File: config.mk
export PLATFORM = sky130hd
export DESIGN_NAME = board_render_ctrl
export DESIGN_NICKNAME = d
export VERILOG_FILES = /design/src/rtl/tetris_vga_pkg.sv /design/src/rtl/cell_plotter.sv /design/src/rtl/board_render_ctrl.sv
export SDC_FILE = /design/constraint.sdc
export NUM_CORES = 1
export LEC_CHECK = 0
export BUFFER_PORTS_ARGS = -buffer_cell sky130_fd_sc_hd__buf_2
export CAP_MARGIN = 20
export CORE_ASPECT_RATIO = 0.7
export CORE_MARGIN = 10
export CORE_UTILIZATION = 50
export CTS_BUF_LIST = sky130_fd_sc_hd__clkbuf_4
export DETAILED_ROUTE_END_ITERATION = 10
export PLACE_DENSITY = 0.75
export SLEW_MARGIN = 10
export SYNTH_ARGS = -nofsm -noshare
export SYNTH_HDL_FRONTEND = slang
export SYNTH_SLANG_ARGS = --single-unit
File: constraint.sdc
create_clock -name CLOCK_50 -period 3.4 [get_ports CLOCK_50]
set_input_delay 0.34 -clock CLOCK_50 [delete_from_list [all_inputs] [get_ports CLOCK_50]]
set_output_delay 0.34 -clock CLOCK_50 [all_outputs]
set_load 0.02 [all_outputs]
File: src/rtl/tetris_vga_pkg.sv
// Shared constants, render state encoding and pixel payload for the Tetris VGA path.
package tetris_vga_pkg;

    localparam int unsigned ROWS_DEF    = 23;
    localparam int unsigned COLS_DEF    = 10;
    localparam int unsigned CELL_PX_DEF = 4;
    localparam int unsigned X0_DEF      = 60;
    localparam int unsigned Y0_DEF      = 10;

    localparam logic [2:0] FG_COLOUR_DEF = 3'b111;
    localparam logic [2:0] BG_COLOUR_DEF = 3'b000;

    // Pixel coordinates are formed at this width and truncated to the adapter's ports.
    localparam int unsigned COORD_W = 9;

    typedef enum logic [2:0] {
        S_IDLE,
        S_LOAD,
        S_SCAN,
        S_DRAW,
        S_DONE
    } render_state_e;

    typedef struct packed {
        logic [7:0] x;
        logic [6:0] y;
        logic [2:0] colour;
    } pixel_t;

endpackage

File: src/rtl/cell_plotter.sv
// Walks one CELL_PX x CELL_PX square in raster order, one registered pixel per cycle.
module cell_plotter
    import tetris_vga_pkg::*;
#(
    parameter int unsigned CELL_PX = CELL_PX_DEF
) (
    input  logic               clk,
    input  logic               rst_n,
    input  logic               go,
    input  logic [COORD_W-1:0] org_x,
    input  logic [COORD_W-1:0] org_y,
    input  logic [2:0]         fill,
    output pixel_t             pixel,
    output logic               plot,
    output logic               last_c
);

    localparam int unsigned PW = (CELL_PX > 1) ? $clog2(CELL_PX) : 1;
    localparam logic [PW-1:0] P_MAX = PW'(CELL_PX - 1);

    logic [PW-1:0] px;
    logic [PW-1:0] py;

    // Final pixel of the square is being issued this cycle.
    assign last_c = go && (px == P_MAX) && (py == P_MAX);

    // px is the inner counter, py the outer; both wrap to 0 after the last pixel.
    always_ff @(posedge clk or negedge rst_n) begin
        if (!rst_n) begin
            px    <= '0;
            py    <= '0;
            plot  <= 1'b0;
            pixel <= '0;
        end else begin
            plot <= go;
            if (go) begin
                pixel.x      <= 8'(org_x + COORD_W'(px));
                pixel.y      <= 7'(org_y + COORD_W'(py));
                pixel.colour <= fill;
                if (px == P_MAX) begin
                    px <= '0;
                    py <= (py == P_MAX) ? '0 : py + 1'b1;
                end else begin
                    px <= px + 1'b1;
                end
            end
        end
    end

endmodule

File: src/rtl/board_render_ctrl.sv
// Incremental playfield renderer: diffs each board row against a shadow of the screen
// and plots only changed cells (or all cells on a full redraw) into the VGA adapter.
module board_render_ctrl
    import tetris_vga_pkg::*;
#(
    parameter int unsigned ROWS      = ROWS_DEF,
    parameter int unsigned COLS      = COLS_DEF,
    parameter int unsigned CELL_PX   = CELL_PX_DEF,
    parameter int unsigned X0        = X0_DEF,
    parameter int unsigned Y0        = Y0_DEF,
    parameter logic [2:0]  FG_COLOUR = FG_COLOUR_DEF,
    parameter logic [2:0]  BG_COLOUR = BG_COLOUR_DEF
) (
    input  logic            CLOCK_50,
    input  logic            resetn,
    input  logic            start,
    input  logic            full_redraw,
    output logic [4:0]      row_sel,
    input  logic [COLS-1:0] row_data,
    output logic [7:0]      x,
    output logic [6:0]      y,
    output logic [2:0]      colour,
    output logic            plot,
    output logic            busy,
    output logic            done
);

    localparam int unsigned CW = (COLS > 1) ? $clog2(COLS) : 1;
    localparam int unsigned RW = 5;
    localparam logic [CW-1:0] C_LAST = CW'(COLS - 1);
    localparam logic [RW-1:0] R_LAST = RW'(ROWS - 1);

    render_state_e      state;
    logic               fr_q;
    logic [RW-1:0]      r;
    logic [CW-1:0]      c;
    logic [COLS-1:0]    row_q;
    logic [COLS-1:0]    diff_q;
    logic [COLS-1:0]    shadow [ROWS];

    logic [CW-1:0]      col_idx_c;
    logic [COORD_W-1:0] org_x_c;
    logic [COORD_W-1:0] org_y_c;
    logic [2:0]         fill_c;
    logic               draw_c;
    logic               last_c;
    logic               adv_c;
    pixel_t             pixel;

    // Column c counts from the left, which is the row word's MSB.
    assign col_idx_c = C_LAST - c;
    assign org_x_c   = COORD_W'(X0) + COORD_W'(c) * COORD_W'(CELL_PX);
    assign org_y_c   = COORD_W'(Y0) + COORD_W'(r) * COORD_W'(CELL_PX);
    assign fill_c    = row_q[col_idx_c] ? FG_COLOUR : BG_COLOUR;
    assign draw_c    = (state == S_DRAW);
    // Move to the next column after an unchanged SCAN or after a cell's last pixel.
    assign adv_c     = ((state == S_SCAN) && !diff_q[col_idx_c]) || last_c;

    assign row_sel = r;
    assign x       = pixel.x;
    assign y       = pixel.y;
    assign colour  = pixel.colour;

    cell_plotter #(
        .CELL_PX (CELL_PX)
    ) u_plotter (
        .clk    (CLOCK_50),
        .rst_n  (resetn),
        .go     (draw_c),
        .org_x  (org_x_c),
        .org_y  (org_y_c),
        .fill   (fill_c),
        .pixel  (pixel),
        .plot   (plot),
        .last_c (last_c)
    );

    // Render sequencer: row load, column scan, cell draw, shadow update and status flags.
    always_ff @(posedge CLOCK_50 or negedge resetn) begin
        if (!resetn) begin
            state  <= S_IDLE;
            fr_q   <= 1'b0;
            r      <= '0;
            c      <= '0;
            row_q  <= '0;
            diff_q <= '0;
            busy   <= 1'b0;
            done   <= 1'b0;
            for (int i = 0; i < int'(ROWS); i++) begin
                shadow[i] <= '0;
            end
        end else begin
            done <= 1'b0;
            if (adv_c) begin
                if (last_c) begin
                    shadow[r][col_idx_c] <= row_q[col_idx_c];
                end
                if (c != C_LAST) begin
                    c     <= c + 1'b1;
                    state <= S_SCAN;
                end else if (r != R_LAST) begin
                    r     <= r + 1'b1;
                    state <= S_LOAD;
                end else begin
                    busy  <= 1'b0;
                    done  <= 1'b1;
                    state <= S_DONE;
                end
            end else begin
                case (state)
                    S_IDLE: begin
                        if (start) begin
                            fr_q  <= full_redraw;
                            r     <= '0;
                            busy  <= 1'b1;
                            state <= S_LOAD;
                        end
                    end
                    S_LOAD: begin
                        // Whole row is captured at once so a cell run never sees a torn row.
                        row_q  <= row_data;
                        diff_q <= fr_q ? '1 : (row_data ^ shadow[r]);
                        c      <= '0;
                        state  <= S_SCAN;
                    end
                    // Only reached with a changed column; unchanged ones take adv_c.
                    S_SCAN:  state <= S_DRAW;
                    S_DRAW:  state <= S_DRAW;
                    S_DONE:  state <= S_IDLE;
                    default: state <= S_IDLE;
                endcase
            end
        end
    end

endmodule

==> out/qor.csv, run 1 <==
stage,metric,value,unit
timing,final-setup-viol-count,0,
cells_and_area,mostFrequentLayoutCell,dfrtp_1,
synthesis,async_flop_share,100.0,%
synthesis,synth_area,14320,um^2
synthesis,synth_warnings,0,
place,gp_congestion,0.9231,
worst_setup_path,criticalPathCategory,flop to flop,
power_and_ir_drop,peakVddDrop,541.1,uV
timing,slew_headroom,33.98,%
detailed_routing,drt_iter0_markers,1633,
cells_and_area,layout.nets,1424,
worst_setup_path,rr_worst_depth,6,
clocking,cts_resized,0,
cells_and_area,area_growth_syn_to_layout,9.876,%
detailed_routing,drc,0,
worst_setup_path,required,4070,ps
synthesis,synthCells,1385,
floorplan,dieArea,35910,um^2
synthesis,syn_nets,1413,
worst_setup_path,reg2reg_to,diff_q[5],
timing,whs,182.9,ps
floorplan,die_w,222.2,um
worst_setup_path,slowest_delay,860,ps
place,place_ws,637.9,ps
timing,drv_slew,0,
outcome,status,"finished, final reports clean",
timing,fmax,343.6,MHz
timing,fin_skew,38.38,ps
detailed_routing,num_vias,11691,
timing,worst_slack,490.0,ps
detailed_routing,drt_pass1_iterations,5,
clocking,cts_tree,built,
global_route,grt_overflow,0,
synthesis,dominantRegCellSynth,dfrtp_1,
clocking,cts_sinks,285,
synthesis,netlist_top_cells_area,"dfrtp_1, o31ai_1, o21ai_0",
clocking,numCtsBuffers,69,
timing,rsz0062_at_grt,no,
synthesis,syn_avg_cell_area,10.34,um^2
worst_setup_path,crit_path_top_delay_cell,dfrtp_4,
cells_and_area,final_cell_mix,"dfrtp_1, o21ai_0, o31ai_1, nand2_1, clkbuf_4",
timing,setup_tns,0,ps
global_route,grt_pass1_vias,11081,
worst_setup_path,r2r_slack,490,ps
power_and_ir_drop,p_leak,6.494,nW
clocking,hold_buffers,13,
timing,worst_slew_pin_slew,987.3,ps
cells_and_area,final_cells,1821,
clocking,cts.htree.levels,3,
worst_setup_path,end_kind,flop,
clocking,clk_latency,760,ps
worst_setup_path,crit_arrival,3580,ps
timing,min_period,2910,ps
floorplan,fp.coreArea,28010,um^2
synthesis,seq_area_frac_synth,49.82,%
cells_and_area,final_area,15730,um^2
place,dp_hpwl,26.31,mm
floorplan,initial_utilization,51.11,%
cells_and_area,final_core_util,56.15,%
worst_setup_path,crit_path_start_kind,flop,
worst_setup_path,r2r_start,row_sel[1],
worst_setup_path,crit_family,flip-flops,
global_route,antenna_found_initial,2,
power_and_ir_drop,total_power,9.838,mW
detailed_routing,wirelength,40.48,mm
worst_setup_path,worstPathCellList,buf_12 > mux2i_1 > o22ai_1 > nor4_1 > a21oi_1 > nor3_1,
cells_and_area,drive_gt1_share,19.00,%
detailed_routing,wl_per_cell,22.23,um
clocking,cts_max_path_buffers,3,
floorplan,num_rows,51,
synthesis,yosysTopAreaCellShare,49.82,%
timing,hold_viol_final,0,
timing,fin_crit_sh,85.59,%
clocking,cts.reportedPaths.clkPinSlew,80,ps
floorplan,die_y,161.6,um
floorplan,ios,40,
detailed_routing,vias_per_cell,6.420,
place,dp.cells,1683,
global_route,grt_use_total,22.11,%
worst_setup_path,path_max_fanout,41,
synthesis,synth-edff-count,0,
place,port_buffers,38,
clocking,root_buffer,clkbuf_4,
worst_setup_path,worst-path-buf-inv,1,
synthesis,synth_area_leader_cell,dfrtp_1,
global_route,grt_max_degree,92,
worst_setup_path,cp.depth,6,
hold_path,hp-class,primary input to asynchronous set/reset pin,
global_route,grt_pass1_wl,63.52,mm
detailed_routing,ant_nets,0,
run,maxCapViolCount,0,
synthesis,yosysUniqueCellTypes,66,
synthesis,synth_seq_cells,285,
power_and_ir_drop,powerDensity,625.4,nW/um^2
place,dpl_cell_area,14760,um^2
clocking,post-cts-setup-buffers,0,
==> Yosys cell counts (6+ instances only) <==
| master | instances |
|---|---|
| o31ai_1 | 192 |
| ha_1 | 14 |
| and3_1 | 14 |
| buf_2 | 49 |
| a21oi_1 | 13 |
| o211ai_1 | 8 |
| buf_4 | 6 |
| clkbuf_1 | 102 |
| mux2_2 | 53 |
| mux2i_1 | 87 |
| nand3_1 | 11 |
| mux4_2 | 12 |
| o22ai_1 | 40 |
| o21ai_0 | 205 |
| nor2_1 | 64 |
| nor3_1 | 27 |
| nor4_1 | 10 |
| nand2_1 | 98 |
| nand3b_1 | 11 |
| dfrtp_1 | 285 |
| a221o_1 | 8 |
==> routing by layer <==
layer | global-route usage (%) | part of all wire [%] | up-vias | wire length [um]
li1 | - | - | 5209 | -
met1 | 31.25 | 44 | 5735 | 17720
met2 | 30.77 | 42 | 670 | 17070
met3 | 7.791 | 12 | 75 | 4949
met4 | 7.123 | 1.8 | 2 | 722
met5 | 0 | 0.037 | - | 15
==> cells by family (layout without fill, tap and decap cells) <==
group | Yosys count | count (layout) | synth area share (%)
adder cells (fa/ha/maj) | 14 | 14 | 1.224
buffers and inverters | 169 | 231 | 5.078
AO/OA/AOI/OAI | 490 | 490 | 21.95
multiplexers | 152 | 152 | 12.14
XOR/XNOR | 9 | 9 | 0.6031
flip-flops | 285 | 285 | 49.82
AND/OR/NAND/NOR | 265 | 265 | 9.168
other | 1 | 4 | 0.02619
==> layout make-up <==
type | count | area [um^2]
antenna | 3 | 7.507
clock buffer | 98 | 735.7
clock inverter | 24 | 93.84
fill | 2353 | 12280
inverter | 9 | 33.78
multi-input combinational | 931 | 6474
sequential | 285 | 7136
tap | 371 | 464.2
timing repair buffer | 100 | 785.8
==> worst reg2reg max path: cells and delay by family, from the launching register on <==
| kind | cells | cell delay, ps |
|---|---|---|
| buffers and inverters | 1 | 390 |
| multiplexers | 1 | 440 |
| AO/OA/AOI/OAI | 2 | 270 |
| AND/OR/NAND/NOR | 2 | 860 |
| flip-flops | 1 | 860 |
==> sequential cells by signal, indices dropped and copies added, names as in the netlist <==
register,count
done,1
u_plotter.px,2
u_plotter.plot,1
row_sel,5
u_plotter.pixel,15
busy,1
fr_q,1
shadow,230
u_plotter.py,2
diff_q,10
c,4
row_q,10
state,3
==> report_power, final <==
group | leakage (nW) | internal (mW) | switching (mW)
clock network | 0.512 | 1.34 | 1.42
registers | 3.87 | 3.64 | 0.237
logic | 2.11 | 0.856 | 2.34
==> how the worst max path moves through the flow <==
stage	from	endpoint	slack (ps)
final	row_sel[1]	diff_q[5]	490
after global routing	c[1]	shadow[143]	360
after CTS	row_sel[1]	diff_q[5]	590
after detailed placement	c[1]	shadow[2]	640
after global placement	row_sel[1]	diff_q[5]	680
after floorplan	c[1]	c[2]	910
(Power assumes the default switching activity.)
==> run 2: changes to the inputs <==
- CTS_BUF_LIST: sky130_fd_sc_hd__clkbuf_4 -> sky130_fd_sc_hd__clkbuf_16
==> out/qor.csv, run 2 (same netlist as run 1, synthesis figures left out) <==
stage,metric,value,unit,change
worst_setup_path,path_max_fanout,14,,-66%
cells_and_area,final_cell_mix,"dfrtp_1, o21ai_0, o31ai_1, nand2_1, mux2i_1",,
timing,whs,16.30,ps,-166.6 ps
power_and_ir_drop,share_comb_of_total_power,31.3,%,-1.2 points
worst_setup_path,r2r_slack,470,ps,-20 ps
run,maxCapViolCount,0,,unchanged
cells_and_area,area_growth_syn_to_layout,9.378,%,
cells_and_area,fill_cells,2303,,-2.1%
timing,final-setup-viol-count,0,,unchanged
cells_and_area,largestRegisters,"shadow x230, u_plotter.pixel x15",,
floorplan,die_y,161.6,um,unchanged
floorplan,fp.coreArea,28010,um^2,unchanged
timing,hold_viol_final,0,,unchanged
detailed_routing,num_vias,11353,,-2.9%
power_and_ir_drop,powerDensity,651.5,nW/um^2,+4.2%
cells_and_area,final_core_util,55.90,%,-0.25 points
cells_and_area,drive_gt1_share,14.95,%,-4.1 points
clocking,post-cts-setup-buffers,0,,unchanged
global_route,grt_use_total,21.72,%,-0.40 points
detailed_routing,ant_nets,0,,unchanged
power_and_ir_drop,pwr-share-seq,38.0,%,-1.4 points
detailed_routing,vias_per_cell,6.562,,+2.2%
timing,drv_slew,0,,unchanged
clocking,cts.reportedPaths.clkPinSlew,70,ps,about the same
clocking,clk_latency,560,ps,-200 ps
timing,slew_headroom,35.20,%,+1.2 points
detailed_routing,dr_wl_met2,17.12,mm,+0.30%
power_and_ir_drop,peakVddDrop,625.0,uV,+15%
timing,setup_tns,0,ps,unchanged
hold_path,hp-class,primary input to flop,,
timing,fin_skew,20.98,ps,-17.40 ps
power_and_ir_drop,p_clk_share,30.7,%,+2.6 points
cells_and_area,largest_register_ffs,230,,unchanged
cells_and_area,seq_area,7136,um^2,unchanged
global_route,antenna_found_initial,0,,-2
place,gp_congestion,0.9231,,unchanged
detailed_routing,highest_layer,met4,,
worst_setup_path,criticalPathCategory,flop to flop,,
floorplan,die_w,222.2,um,unchanged
timing,min_period,2925,ps,+15.45 ps
clocking,cts.htree.levels,1,,-2
cells_and_area,layout.nets,1370,,-3.8%
worst_setup_path,crit_path_start_kind,flop,,
power_and_ir_drop,p_sw_share,38.26,%,-2.4 points
place,port_buffers,38,,unchanged
detailed_routing,met1_length,18.00,mm,+1.6%
floorplan,dieArea,35910,um^2,unchanged
power_and_ir_drop,switching_power,3.903,mW,-2.5%
clocking,numCtsBuffers,27,,-61%
detailed_routing,drt_iter0_markers,1686,,+3.2%
detailed_routing,drt_pass1_iterations,6,,+1
timing,fin_crit_sh,86.04,%,+0.45 points
timing,worst_slew_pin_slew,969.6,ps,-17.69 ps
clocking,cts_sinks,285,,unchanged
clocking,cts_max_path_buffers,3,,unchanged
clocking,cts_tree,built,,
worst_setup_path,crit_arrival,3330,ps,-250 ps
timing,fmax,341.8,MHz,-0.53%
worst_setup_path,end_kind,flop,,
global_route,grt_pass1_wl,63.18,mm,-0.53%
timing,rsz0062_at_grt,no,,
cells_and_area,mostFrequentLayoutCell,dfrtp_1,,
clocking,root_buffer,clkbuf_16,,
cells_and_area,multi_input_area,6474,um^2,unchanged
power_and_ir_drop,p_leak,6.363,nW,-2.0%
power_and_ir_drop,power.internal,6.298,mW,+8.0%
floorplan,initial_utilization,51.11,%,unchanged
outcome,status,"finished, final reports clean",,
floorplan,num_rows,51,,unchanged
floorplan,ios,40,,unchanged
cells_and_area,largest_register,shadow,,
place,dp_hpwl,26.31,mm,unchanged
global_route,grt_pass1_vias,10814,,-2.4%
detailed_routing,wl_met3,4.119,mm,-17%
detailed_routing,wirelength,40.20,mm,-0.69%
detailed_routing,drc,0,,unchanged
global_route,grt_overflow,0,,unchanged
worst_setup_path,required,3800,ps,-270 ps
detailed_routing,wl_per_cell,23.24,um,+4.5%
global_route,grt_max_degree,92,,unchanged
-- run 2: metrics by stage --
step / setup slack [ps] / area, um^2 / std cells / power, mW
6_report: 474.5 / 15660 / 1730 / 10.20
5_1_grt: 368.2 / 15660 / 1729 / 10.62
4_1_cts: 617.3 / 15660 / 1729 / 10.14
3_5_place_dp: 637.9 / 14760 / 1683 / 7.040
3_3_place_gp: 681.7 / 14760 / 1683 / 6.981
2_1_floorplan: 908.9 / 14320 / 1385 / 6.033
-- run 2: layer usage --
| layer | vias up | track usage (%) |
|---|---|---|
| met3 | 89 | 5.933 |
| li1 | 5055 | - |
| met1 | 5675 | 31.67 |
| met5 | - | 0 |
| met2 | 534 | 31.14 |
| met4 | 0 | 5.180 |
-- run 2: worst paths after layout --
path,endpoint,startpoint,cells after the start
setup / recovery,shadow[202],c[1],8
hold / removal,row_q[5],row_data[5],3
setup reg to reg,shadow[202],c[1],8
hold reg to reg,row_q[0],row_q[0],2
max in group asynchronous,shadow[55],resetn,3
min in group asynchronous,shadow[22],resetn,2
-- run 2: timing repair --
action | 4_1_cts | 5_1_grt
endpoints found under the hold margin | 87 | 0
hold buffers | 1 | 0
gates resized for setup | 0 | 0
-- run 2: area by class of cell --
| type | instances | share of cell area (%) |
|---|---|---|
| Tap cell | 371 | 2.964 |
| Clock buffer | 27 | 4.315 |
| Inverter | 9 | 0.2157 |
| Sequential cell | 285 | 45.57 |
| Multi-Input combinational cell | 931 | 41.34 |
| Clock inverter | 18 | 1.326 |
| Antenna cell | 1 | 0.01598 |
| Timing Repair Buffer | 88 | 4.251 |
-- run 2: power groups by stage --
stage / clock [mW] / combinational (mW) / sequential (mW)
global placement: 0 / 3.07 / 3.92
detailed placement: 0 / 3.11 / 3.93
floorplan: 0 / 2.10 / 3.93
global route: 3.28 / 3.44 / 3.90
finish: 3.13 / 3.19 / 3.88
CTS: 3.14 / 3.13 / 3.87
-- run 2: critical path: stages (launching register included) --
cell and delay (ps):
dfrtp_1 370, inv_1 180, ha_1 440, xor2_1 210
nor2_1 260, nand2_1 590, buf_4 420, o21ai_0 200
o31ai_1 110
